`config.mk`:
```
export PLATFORM = sky130hd
export DESIGN_NAME = txn_wbuf
export DESIGN_NICKNAME = d
export VERILOG_FILES = /design/src/rtl/txn_wbuf.sv
export SDC_FILE = /design/constraint.sdc
export NUM_CORES = 1
export LEC_CHECK = 0
export ABC_AREA = 1
export CAP_MARGIN = 20
export CORE_UTILIZATION = 55
export CTS_CLUSTER_DIAMETER = 100
export CTS_CLUSTER_SIZE = 30
export DETAILED_ROUTE_END_ITERATION = 16
export MAX_ROUTING_LAYER = met4
export PLACE_DENSITY = 0.85
export SLEW_MARGIN = 20
export SYNTH_ARGS = -nofsm -noshare
export SYNTH_HDL_FRONTEND = slang
export SYNTH_SLANG_ARGS = --single-unit
export TNS_END_PERCENT = 20
```
`constraint.sdc`:
```
create_clock -name clk -period 5.53 [get_ports clk]
set_clock_uncertainty 0.15 [all_clocks]
set_input_delay 1.106 -clock clk [delete_from_list [all_inputs] [get_ports clk]]
set_output_delay 1.106 -clock clk [all_outputs]
set_load 0.01 [all_outputs]
```
`src/rtl/txn_wbuf.sv`:
```
// Posted-write buffer: writes queue in a FIFO and are acked with zero wait; reads wait behind all queued writes.
// up_rdy drops while the FIFO is full or a read is outstanding; one downstream transaction at a time.
module txn_wbuf #(
  parameter int DEPTH = 4,
  parameter int AW    = 32,
  parameter int DW    = 32
) (
  input  logic                     clk,
  input  logic                     rst,
  input  logic                     up_req,
  input  logic                     up_wr,
  input  logic [AW-1:0]            up_addr,
  input  logic [DW-1:0]            up_wdata,
  output logic [DW-1:0]            up_rdata,
  output logic                     up_rdy,
  output logic                     dn_req,
  output logic                     dn_wr,
  output logic [AW-1:0]            dn_addr,
  output logic [DW-1:0]            dn_wdata,
  input  logic [DW-1:0]            dn_rdata,
  input  logic                     dn_rdy,
  output logic [$clog2(DEPTH):0]   level,
  output logic                     idle
);

  localparam int PW = $clog2(DEPTH);
  localparam int LW = PW + 1;

  typedef enum logic {U_IDLE, U_READ} ustate_t;
  typedef enum logic [1:0] {D_IDLE, D_REQ, D_WAIT0, D_WAIT1} dstate_t;

  ustate_t ustate, ustate_next;
  dstate_t dstate;

  logic [AW-1:0] fifo_addr [DEPTH];
  logic [DW-1:0] fifo_data [DEPTH];
  logic [PW-1:0] wr_ptr, rd_ptr;
  logic [AW-1:0] rd_addr;
  logic          rd_issued;

  logic          push, rd_acc, pop, rd_done;
  logic [LW-1:0] level_next;

  always_comb begin
    push        = up_req && up_rdy && up_wr;
    rd_acc      = up_req && up_rdy && !up_wr;
    pop         = (dstate == D_IDLE) && (level != '0);
    // dn_wr stays loaded for the whole transaction, so it tells a read completion from a write one
    rd_done     = (dstate == D_WAIT1) && dn_rdy && !dn_wr;
    level_next  = level + LW'(push) - LW'(pop);
    ustate_next = ustate;
    if (rd_acc)       ustate_next = U_READ;
    else if (rd_done) ustate_next = U_IDLE;
  end

  always_ff @(posedge clk) begin
    if (push) begin
      fifo_addr[wr_ptr] <= up_addr;
      fifo_data[wr_ptr] <= up_wdata;
    end
  end

  always_ff @(posedge clk) begin
    if (rst) begin
      ustate    <= U_IDLE;
      dstate    <= D_IDLE;
      up_rdy    <= 1'b1;
      up_rdata  <= '0;
      dn_req    <= 1'b0;
      dn_wr     <= 1'b0;
      dn_addr   <= '0;
      dn_wdata  <= '0;
      level     <= '0;
      wr_ptr    <= '0;
      rd_ptr    <= '0;
      rd_addr   <= '0;
      rd_issued <= 1'b0;
    end else begin
      ustate <= ustate_next;
      level  <= level_next;
      up_rdy <= (ustate_next == U_IDLE) && (level_next < LW'(DEPTH));
      if (push) wr_ptr <= wr_ptr + PW'(1);
      if (rd_acc) begin
        rd_addr   <= up_addr;
        rd_issued <= 1'b0;
      end
      if (rd_done) up_rdata <= dn_rdata;

      case (dstate)
        D_IDLE: begin
          // queued writes always drain before a pending read goes out
          if (pop) begin
            dn_addr  <= fifo_addr[rd_ptr];
            dn_wdata <= fifo_data[rd_ptr];
            dn_wr    <= 1'b1;
            dn_req   <= 1'b1;
            rd_ptr   <= rd_ptr + PW'(1);
            dstate   <= D_REQ;
          end else if (ustate == U_READ && !rd_issued) begin
            dn_addr   <= rd_addr;
            dn_wr     <= 1'b0;
            dn_req    <= 1'b1;
            rd_issued <= 1'b1;
            dstate    <= D_REQ;
          end
        end
        D_REQ: begin
          if (dn_rdy) begin
            dn_req <= 1'b0;
            dstate <= D_WAIT0;
          end
        end
        D_WAIT0: if (!dn_rdy) dstate <= D_WAIT1;
        D_WAIT1: if (dn_rdy)  dstate <= D_IDLE;
        default: dstate <= D_IDLE;
      endcase
    end
  end

  assign idle = (level == '0) && (dstate == D_IDLE) && (ustate == U_IDLE);

endmodule

```
# Yosys cells after proc, flatten, opt, wreduce, memory -nomap -nowiden
# Memory sizes are Yosys's and may differ from the RTL's. A register that Yosys moved wholly into a read port is not among the register bits.
# Index checks and enable logic that the tools add are counted.
totals:
  reg_bits: 110
  ramBits: 256
  in_bits: 101
  elab_cells: 74
  mem_count: 2
op_classes:
  addsub: 4
  n_lt_le_gt_ge: 1
  eq_ne: 7
  muxes: 24
  bitwise_logic: 2
  n_reduce_logical: 22
mem_list:
  columns: ["name", "words", "word_bits", "read_ports", "rd_ports_with_merged_regs", "wr", "line_no", "rtl"]
  rows:
  - ["fifo_addr", 4, 32, 1, 1, 1, "35", "logic [AW-1:0] fifo_addr [DEPTH];"]
  - ["fifo_data", 4, 32, 1, 1, 1, "36", "logic [DW-1:0] fifo_data [DEPTH];"]
ops:
  columns: ["op", "n"]
  rows:
  - ["32-bit two-way mux", 2]
  - ["2-bit two-way mux", 7]
  - ["1-bit two-way mux", 13]
  - ["1-bit logical AND", 10]
  - ["2-bit case mux with 4 select lines", 1]
  - ["2-bit != test, second input constant", 3]
  - ["2-bit by 1-bit adder with 2-bit output, second input constant", 2]
  - ["2-bit == test, second input constant", 2]
  - ["2-bit AND reduction", 2]
  - ["4-bit AND reduction", 1]
  - ["2-bit nonzero test", 2]
  - ["3-bit by 1-bit adder with 3-bit output", 1]
  - ["1-bit zero test", 3]
  - ["3-bit zero test", 1]
  - ["3-bit less-than comparator, second input constant", 1]
  - ["3-bit by 2-bit != test with 1-bit output, second input constant", 1]
  - ["3-bit AND reduction", 1]
  - ["3-bit nonzero test", 1]
  - ["3-bit by 1-bit subtractor with 3-bit output", 1]
  - ["2-bit by 1-bit == test with 1-bit output, second input constant", 1]
  - ["2-bit zero test", 1]
  - ["1-bit inverter", 2]
  - ["1-bit case mux with 2 select lines", 1]

# Depth between registers and ports, before layout
depth:
  word_depth: 7
  depth_mapped: 14

# Worst setup path before layout
# Ideal clock, no wire load.
synth_timing:
  path_kind: "input port to flip-flop"
  from: "input up_req"
  to: "memory fifo_addr[0][0], enable pin"
  t_arrival_ps: 4069
  t_required_ps: 4893
  setup_slack_ps: 824
  cell_stages: 4
  path_cell_list: "nand2_1 > inv_1 > nand2_1 > nor2_1"
synth_between:
  elab_chain_cells: 4
synth_rtl:
  columns: ["item", "line_no", "rtl"]
  rows:
  - ["start, declared", "10", "input logic up_req,"]
  - ["1-bit logical AND (2 in a row)", "45", "push = up_req && up_rdy && up_wr;"]
  - ["1-bit two-way mux", "57", "if (push) begin"]
  - ["1-bit two-way mux (implied by the code)", "58", "fifo_addr[wr_ptr] <= up_addr;"]
  - ["end, declared", "35", null]
# No other way between the ends.

# Final worst setup path
layout_timing:
  from: "register dstate[0]"
  to: "output idle"
layout_between:
  elab_chain_cells: 3
layout_rtl:
  columns: ["item", "line_no", "rtl"]
  rows:
  - ["start, declared", "33", "dstate_t dstate;"]
  - ["start signal, assigned", "66", "dstate <= D_IDLE;"]
  - ["start signal, assigned", "98", "dstate <= D_REQ;"]
  - ["start signal, assigned", "104", "dstate <= D_REQ;"]
  - ["2-bit zero test", "120", "assign idle = (level == '0) && (dstate == D_IDLE) && (ustate == U_IDLE);"]
  - ["1-bit logical AND (2 in a row)", "120", null]
  - ["end, declared", "23", "output logic idle"]
# No other way between the ends.

==> run metrics <==
setup TNS=0 ns; RSZ-0062 raised after global routing=false; worst relative slew slack=0.279; CP Data Required Time=between 4 and 5 ns; Most used DFF post-synth=edfxtp_1; CP max-delay cell=clkdlybuf4s50_1; crit-path cells=inv_1, ha_1, nor3b_1, clkdlybuf4s50_1; fin crit period=3.79 ns; number of DRC markers in iteration 0=1,073; worst-path maximum fanout=5; Avg WL per Cell=18.3 um; Final period util=0.686; final count of hold timing violations=0; Startpoint Class=flop; CP arrival=2.54 ns; cells after synthesis=about 1,400; multi-input logic area=3880 um2; initial core utilization=0.559; sequential element share of the synthesized area=0.706; ys async rst share=0; synthesized area=15,000 um2; initial antenna violation count=2; Static Leak=about 0.0063 uW; Avg Inst Size Synth=between 10 and 15 um2; maxcap violations=0; CTS Hold Bufs=0; CP peak stage delay=about 0.67 ns; I/O pins=204; full die area=27,900 um2; via/cell ratio=around 5.7; clk sinks=400; VDD IR max=between 0.3 and 0.4 mV; WS Path Type=reg -> out; worst hold-check path type=reg -> reg; most frequent cells in the layout=nor2_1 (271), edfxtp_1 (256), clkdlybuf4s50_1 (203); Synth warnings=0; syn nets=roughly 1,500; largest net degree at the start of global routing=87; most common cell after layout, fill and taps aside=nor2_1; Rows=60; Critical Path End Type=primary output; Worst-Skew Late Latency=0.52 ns; Final Net Count=~1,600; Resized cells post-CTS=0; worst setup slack after layout=about 1.7 ns; Pwr Total=between 7000 and 8000 uW; drt drc=0; vias in the first global route=about 10,000; Pre-antenna DRT Iters=6; Post-synth EDFFs=about 260; run status=finished clean; final HPWL from detailed placement=approximately 20,000 um; final setup fails=0; pwr dens=roughly 440 nW/um2; clock tree from TritonCTS=yes; Synth cell types=25; post-synthesis register bit count=400; final hold slack=between 0.3 and 0.4 ns; routed vias=10,600; Routed WL=~34,000 um; first-pass GRT wire length=around 54,000 um; die height=167 um; Worst-path clk slew=approximately 0.11 ns; Global Route Usage Sum=0.250; Layout area overhead=17.8%; post-route ant nets=0; htree depth=1; Fmax=around 260 MHz; share of cells above drive strength 1=0.0322; CTS root buf=clkbuf_16; Post-Layout Inst Area=~18,000 um2; Port Buf Inserts=around 200; core area=between 20,000 and 30,000 um2; Clock Path Buffers=3; DP Worst Slack=1.88 ns; placed cell area=roughly 17,000 um2; GR Overflow Total=0; Post-CTS Setup Repair Bufs=0; final-report max-slew violation count=0; CTS Buf Count=17; register area=between 10,000 and 15,000 um2; actual slew at the worst max-slew pin=~1.1 ns; GPL Wtd Cong=between 0.7 and 0.8; die width=~170 um; FILL cells=between 1,500 and 2,000
## power breakdown
group | switching, uW | total (uW) | internal (uW) | leakage [uW]
Sequential | 287 | 3800 | 3520 | 0.00350
Combinational | 1490 | 2390 | 898 | 0.00256
Clock | 872 | 1510 | 643 | 0.000243
Total | 2650 | 7710 | 5060 | 0.00630
## layout make-up
cell class / instances / area share
Clock inverter: 2 / 0.00262
Multi-Input combinational cell: 846 / 0.220
Sequential cell: 400 / 0.599
Inverter: 31 / 0.00674
Tap cell: 341 / 0.0242
Timing Repair Buffer: 215 / 0.120
Antenna cell: 3 / 0.000425
Clock buffer: 27 / 0.0262
## state kept, by name, summed over array words and instances, names as in the netlist, named ones only
| register | cells |
|---|---|
| fifo_addr | 128 |
| fifo_data | 128 |
| dn_addr | 32 |
| dn_wdata | 32 |
| rd_addr | 32 |
| up_rdata | 32 |
| level | 3 |
| dstate | 2 |
| rd_ptr | 2 |
| wr_ptr | 2 |
| dn_req | 1 |
| dn_wr | 1 |
| rd_issued | 1 |
| up_rdy | 1 |
| ustate | 1 |
## kinds of logic (layout without fill, tap and decap cells)
logic type | Yosys count | count (layout) | share of synthesized area
and+or+nand+nor | 538 | 538 | 0.146
adders and majority gates | 10 | 10 | 0.00885
other | 0 | 3 | 0
buffers and inverters | 117 | 275 | 0.0374
AOI/OAI and AO/OA | 298 | 298 | 0.102
DFF | 400 | 400 | 0.706
## cell usage after synthesis (2+ instances only)
master,count,area share
nand3_1,98,0.033
clkbuf_1,47,0.012
buf_2,21,0.0070
ha_1,9,0.0075
a21oi_1,40,0.013
dfxtp_1,144,0.19
o21ai_1,26,0.0087
inv_1,26,0.0065
clkbuf_2,4,0.0013
inv_2,5,0.0013
nand2_4,2,0.0015
buf_6,11,0.0083
nor2_1,276,0.069
nand2_1,155,0.039
buf_4,2,0.0010
nand4_1,3,0.0013
o22ai_1,32,0.013
edfxtp_1,256,0.51
o21ai_0,200,0.067
## worst paths after layout
kind         cells past startpoint       from  slack [ns]        to
min                              2      dn_wr        0.34     dn_wr
min reg2reg                      2      dn_wr        0.34     dn_wr
max                              4  dstate[0]        1.74      idle
max reg2reg                     11  dstate[0]        2.11  level[1]
## layer usage
layer,part of all wire,global-route usage,vias up
li1,-,-,5007
met1,0.42,0.333,5183
met2,0.49,0.409,376
met3,0.068,0.0345,43
met4,0.021,0.0608,0
met5,0,-,-
## critical path: cells and delay by family (launching register included)
kind,cells,cell delay [ns]
flip-flops,1,0.35
AND/OR/NAND/NOR,1,0.55
buffers and inverters,2,0.78
adder cells (fa/ha/maj),1,0.35
## stage by stage
| stage | instances | utilization |
|---|---|---|
| final | 1865 | 0.658 |
| after global routing | 1864 | 0.658 |
| after CTS | 1862 | 0.658 |
| after detailed placement | 1833 | 0.639 |
| after global placement | 1833 | 0.639 |
| after floorplan | 1363 | - |
Power figures use the tool's default switching activity.
